$ cat config.mk
export PLATFORM = sky130hd
export DESIGN_NAME = mem_access_unit
export DESIGN_NICKNAME = d
export VERILOG_FILES = /design/src/rtl/mem_access_unit_pkg.sv /design/src/rtl/byte_lane_merge.sv /design/src/rtl/mem_access_unit.sv
export SDC_FILE = /design/constraint.sdc
export NUM_CORES = 1
export LEC_CHECK = 0
export BUFFER_PORTS_ARGS = -buffer_cell sky130_fd_sc_hd__buf_4
export CELL_PAD_IN_SITES_DETAIL_PLACEMENT = 1
export CELL_PAD_IN_SITES_GLOBAL_PLACEMENT = 1
export CORE_MARGIN = 2
export CORE_UTILIZATION = 33
export DETAILED_ROUTE_END_ITERATION = 8
export PLACE_DENSITY = 0.76
export SLEW_MARGIN = 10
export SYNTH_ARGS = -nofsm -noshare
export SYNTH_HDL_FRONTEND = slang
export SYNTH_SLANG_ARGS = --single-unit
$ cat constraint.sdc
create_clock -name clk -period 3 [get_ports clk]
set_input_delay 0.3 -clock clk [delete_from_list [all_inputs] [get_ports clk]]
set_output_delay 0.3 -clock clk [all_outputs]
set_load 0.05 [all_outputs]
$ cat src/rtl/mem_access_unit_pkg.sv
// Shared encodings for the sub-word load/store sequencer.
package mem_access_unit_pkg;

  localparam logic [1:0] SIZE_B = 2'b00;
  localparam logic [1:0] SIZE_H = 2'b01;
  localparam logic [1:0] SIZE_W = 2'b10;

  typedef enum logic [2:0] {
    ST_IDLE = 3'd0,
    ST_RD   = 3'd1,
    ST_WR   = 3'd2,
    ST_DONE = 3'd3,
    ST_ERR  = 3'd4
  } state_t;

  // Halves need an even address, words need lane 0; the reserved size is never legal.
  function automatic logic is_misaligned(input logic [1:0] size, input logic [1:0] lane);
    logic mis;
    case (size)
      SIZE_B:  mis = 1'b0;
      SIZE_H:  mis = lane[0];
      SIZE_W:  mis = (lane != 2'b00);
      default: mis = 1'b1;
    endcase
    return mis;
  endfunction

endpackage

$ cat src/rtl/byte_lane_merge.sv
// Lane steering for sub-word accesses: extends a loaded lane and merges store lanes.
module byte_lane_merge
  import mem_access_unit_pkg::*;
(
  input  logic [31:0] word,
  input  logic [1:0]  lane,
  input  logic [1:0]  size,
  input  logic        sgn,
  input  logic [31:0] wdata,
  output logic [31:0] load_val,
  output logic [31:0] store_word
);

  logic [7:0]  byte_sel;
  logic [15:0] half_sel;

  // Pick the addressed lane(s) and extend them to a full word.
  always_comb begin
    byte_sel = word[{lane, 3'b000} +: 8];
    half_sel = lane[1] ? word[31:16] : word[15:0];
    case (size)
      SIZE_B:  load_val = {{24{sgn & byte_sel[7]}}, byte_sel};
      SIZE_H:  load_val = {{16{sgn & half_sel[15]}}, half_sel};
      default: load_val = word;
    endcase
  end

  // Overlay the store data onto the old word; full words replace it outright.
  always_comb begin
    store_word = word;
    case (size)
      SIZE_B: store_word[{lane, 3'b000} +: 8] = wdata[7:0];
      SIZE_H: begin
        if (lane[1]) store_word[31:16] = wdata[15:0];
        else         store_word[15:0]  = wdata[15:0];
      end
      default: store_word = wdata;
    endcase
  end

endmodule

$ cat src/rtl/mem_access_unit.sv
// Sub-word load/store sequencer between the datapath and a word-wide data memory.
//
//  state | meaning
//  IDLE  | waiting for req_valid; classifies the request on acceptance
//  RD    | mem_read high; captures the memory word (load data or RMW base)
//  WR    | mem_write high; full word or merged sub-word store
//  DONE  | done pulse, rdata valid for loads
//  ERR   | done + misalign pulse, memory untouched
module mem_access_unit
  import mem_access_unit_pkg::*;
#(
  parameter int AW = 32,
  parameter int DW = 32
) (
  input  logic          clk,
  input  logic          rst,
  input  logic          req_valid,
  input  logic          req_write,
  input  logic [1:0]    req_size,
  input  logic          req_signed,
  input  logic [AW-1:0] req_addr,
  input  logic [DW-1:0] req_wdata,
  output logic          stall,
  output logic          done,
  output logic [DW-1:0] rdata,
  output logic          misalign,
  output logic          mem_read,
  output logic          mem_write,
  output logic [AW-1:0] mem_addr,
  output logic [DW-1:0] mem_wdata,
  input  logic [DW-1:0] mem_rdata
);

  state_t      state, state_nxt;
  logic [31:0] rd_buf;
  logic [31:0] lane_word;
  logic [31:0] load_val;
  logic [31:0] store_word;

  // In RD the extract path looks straight at the memory so rdata is ready on DONE entry.
  assign lane_word = (state == ST_RD) ? mem_rdata : rd_buf;

  byte_lane_merge u_merge (
    .word       (lane_word),
    .lane       (req_addr[1:0]),
    .size       (req_size),
    .sgn        (req_signed),
    .wdata      (req_wdata),
    .load_val   (load_val),
    .store_word (store_word)
  );

  assign mem_addr  = {req_addr[AW-1:2], 2'b00};
  assign mem_wdata = store_word;
  assign done      = (state == ST_DONE) || (state == ST_ERR);
  assign misalign  = (state == ST_ERR);

  // State register plus the read buffer and the load result register.
  always_ff @(posedge clk) begin
    if (!rst) begin
      state  <= ST_IDLE;
      rd_buf <= '0;
      rdata  <= '0;
    end else begin
      state <= state_nxt;
      if (state == ST_RD) begin
        rd_buf <= mem_rdata;
        if (!req_write) rdata <= load_val;
      end
    end
  end

  // Next-state and memory strobes; everything is forced quiet while reset is held.
  always_comb begin
    state_nxt = state;
    stall     = 1'b0;
    mem_read  = 1'b0;
    mem_write = 1'b0;
    case (state)
      ST_IDLE: begin
        if (req_valid) begin
          stall = 1'b1;
          if (is_misaligned(req_size, req_addr[1:0])) state_nxt = ST_ERR;
          else if (req_write && (req_size == SIZE_W))  state_nxt = ST_WR;
          else                                         state_nxt = ST_RD;
        end
      end
      ST_RD: begin
        mem_read  = 1'b1;
        stall     = 1'b1;
        state_nxt = req_write ? ST_WR : ST_DONE;
      end
      ST_WR: begin
        mem_write = 1'b1;
        stall     = 1'b1;
        state_nxt = ST_DONE;
      end
      default: state_nxt = ST_IDLE;
    endcase
    if (!rst) begin
      stall     = 1'b0;
      mem_read  = 1'b0;
      mem_write = 1'b0;
    end
  end

endmodule

==> flow_summary_export.csv <==
group,metric,value,unit
outcome,run_status,"completed",
die,core_area,13770,um^2
power_and_ir_drop,pwr-share-comb,31.6,%
placement,place.gp.congestion,0.8982,
timing,drv_slew,0,
timing,setup_tns,0,ns
cells_and_area,final_common_cell,"buf_4",
die,dieWidth,122.2,um
detailed_routing,routed.top_layer,"met4",
timing,fin_crit_sh,92.55,%
detailed_routing,route.met2.wl,8639,um
timing,worst_slew_pin_slew,0.8298,ns
global_route,grt.total_usage,24.73,%
timing,slew_headroom,44.25,%
placement,numPortBuffers,141,
power_and_ir_drop,swShare,36.48,%
clock_network,clock-sinks,67,
die,start_util,33.45,%
timing,fin_crit,2.777,ns
synthesis,netlist.area_leader.share,29.11,%
synthesis,syn-cell-area,4607,um^2
cells_and_area,area_growth,29.20,%
detailed_routing,met3_length,1306,um
power_and_ir_drop,ir_drop,0.2637,mV
clock_network,path_clk_slew,0.06,ns
global_route,grt_max_degree,51,
die,dieArea,14920,um^2
global_route,grt_first_pass_wirelength,28250,um
die,rows,43,
worst_setup_path,startpoint_type,"flip-flop",
detailed_routing,drtIter0Drc,355,
timing,clock_skew,0.009131,ns
worst_hold_path,hp-class,"input pin to flip-flop",
worst_setup_path,critical_path_class,"flip-flop to output port",
power_and_ir_drop,internal_power,1.934,mW
synthesis,yosys.area.top_type,"dfxtp_1",
clock_network,numCtsBuffers,9,
worst_setup_path,critPathCaptureType,"output port",
global_route,antenna_found_initial,0,
power_and_ir_drop,power.leakage,2.665,nW
synthesis,async_flop_share,0,%
clock_network,cts_root_buf,"clkbuf_16",
timing,fmax,0.3602,GHz
power_and_ir_drop,seqPwrFrac,31.8,%
synthesis,avgSynthCellArea,7.602,um^2
placement,dp.final_hpwl,14290,um
cells_and_area,num_antenna_cells,0,
timing,hold_viol,0,
run,cap_violations,0,
power_and_ir_drop,switchingPower,1.111,mW
synthesis,ys_seq_area_share,29.11,%
die,die_h,122.2,um
cells_and_area,finish.net_count,817,
global_route,grt_overflow,0,
detailed_routing,vias,4974,
die,io_pins,204,
synthesis,synth_edf_count,0,
power_and_ir_drop,power_density,511.6,nW/um^2
detailed_routing,wirelength,18790,um
worst_setup_path,worstPathArrival,2.48,ns
detailed_routing,wl_per_cell,21.02,um
timing,rsz0062_at_grt,"false",
timing,setup-violations-final,0,
worst_setup_path,cp_max_fo,10,
timing,whs,0.2473,ns
synthesis,ys_seq_elements,67,
synthesis,synth_ff_type,"dfxtp_1",
synthesis,ys_warn_count,0,
worst_setup_path,required,2.70,ns
power_and_ir_drop,clockPowerShare,36.5,%
detailed_routing,drcViolationCount,0,
detailed_routing,routed_via_density,5.564,
global_route,grt_pass1_vias,4966,
worst_setup_path,rrSetupSlack,0.63,ns
detailed_routing,dr.pass1.iters,5,
synthesis,synth.area.top_cells,"dfxtp_1 29%, mux2i_1 8.5%, nand2_1 8.0%",
clock_network,clk_latency,0.35,ns
detailed_routing,wl_met1,8480,um
clock_network,cts_tree,"done",
cells_and_area,drive_above_1_share,28.71,%
clock_network,htreeDepth,3,
detailed_routing,drtAntennaViolNets,0,
cells_and_area,layout.cells.most_common_list,"168 x buf_4, 98 x nand2_1, 67 x dfxtp_1",
clock_network,cts_buffer_depth,2,
synthesis,netlist_instances,606,
synthesis,synth_cell_type_count,50,
worst paths after layout:
check,cells past startpoint,endpoint,startpoint
max,7,mem_wdata[12],state[0]$_SDFFE_PN0P_
min,2,state[2]$_SDFFE_PN0P_,req_valid
max reg2reg,6,rdata[14]$_SDFFE_PN0P_,state[0]$_SDFFE_PN0P_
min reg2reg,2,rdata[11]$_SDFFE_PN0P_,rdata[11]$_SDFFE_PN0P_
metal layers:
| layer | global-route usage [%] | up-vias |
|---|---|---|
| li1 | - | 2337 |
| met1 | 33.30 | 2400 |
| met2 | 39.94 | 205 |
| met3 | 4.635 | 32 |
| met4 | 7.830 | 0 |
| met5 | 0 | - |
registers in the layout, summed over array words and instances, names as in the netlist:
name / count
rd_buf: 32
rdata: 32
state: 3
stage by stage:
step	instances	instance area [um^2]	total power, mW	utilization [%]	worst slack [ns]
floorplan	607	4618	1.695	-	0.005298
global placement	873	5608	1.910	40.72	0.5006
detailed placement	873	5608	1.930	40.72	0.4370
CTS	889	5912	3.044	42.92	0.05101
global route	894	5952	3.159	43.21	0.1116
finish	894	5952	3.045	43.21	0.2234
synth_stat cells (2+ instances only):
| cell | instances |
|---|---|
| a21oi_1 | 64 |
| ha_1 | 5 |
| o21ai_1 | 4 |
| mux2i_1 | 39 |
| nor2b_1 | 26 |
| buf_6 | 3 |
| nor3_1 | 8 |
| o22a_1 | 3 |
| inv_1 | 9 |
| dfxtp_1 | 67 |
| o22ai_1 | 8 |
| a22oi_1 | 6 |
| a31oi_1 | 10 |
| mux2i_2 | 2 |
| a221o_1 | 5 |
| o211ai_1 | 23 |
| buf_1 | 4 |
| clkbuf_1 | 24 |
| nor2_1 | 19 |
| nand2_1 | 98 |
| a222oi_1 | 8 |
| nand3_1 | 16 |
| o21ai_0 | 50 |
| mux2_2 | 9 |
| or3_1 | 4 |
| and2_1 | 15 |
| nor4bb_1 | 2 |
| buf_4 | 33 |
| nand2b_1 | 9 |
| buf_2 | 13 |
logic make-up after synthesis:
kind of cell	Yosys count	share of synthesized area (%)
AND/OR/NAND/NOR	207	22.00
adder cells (fa/ha/maj)	5	1.358
multiplexers	52	12.09
AO/OA/AOI/OAI	187	24.74
flip-flops	67	29.11
buffers and inverters	87	10.62
other	1	0.08140
power groups by stage:
stage	logic (mW)	clock network [mW]	registers [mW]
after floorplan	0.644	0	1.05
after global routing	1.02	1.16	0.974
after CTS	0.949	1.13	0.968
after detailed placement	0.943	0	0.987
after global placement	0.925	0	0.985
final	0.964	1.11	0.969
repair_timing:
item	in CTS	in global routing
setup buffers	0	5
hold buffers	0	0
endpoints found under the setup margin	0	6
gates resized for setup	0	1
worst max-delay path: stages, from the launching register on:
cell,delay [ns]
dfxtp_1,0.43
or3b_4,0.44
buf_4,0.18
buf_4,0.20
mux2i_1,0.34
a21oi_1,0.12
o22a_1,0.23
buf_4,0.20
area by class of cell:
cell class	instances	area [um^2]
repair buffers	168	1261
flip-flops and latches	67	1341
well taps	180	225.2
clock buffers	10	239.0
inverters	10	37.54
multi-input cells	453	2783
clock inverters	6	65.06
fillers	1701	7821
Note: power is estimated with default switching activity, not from simulation.
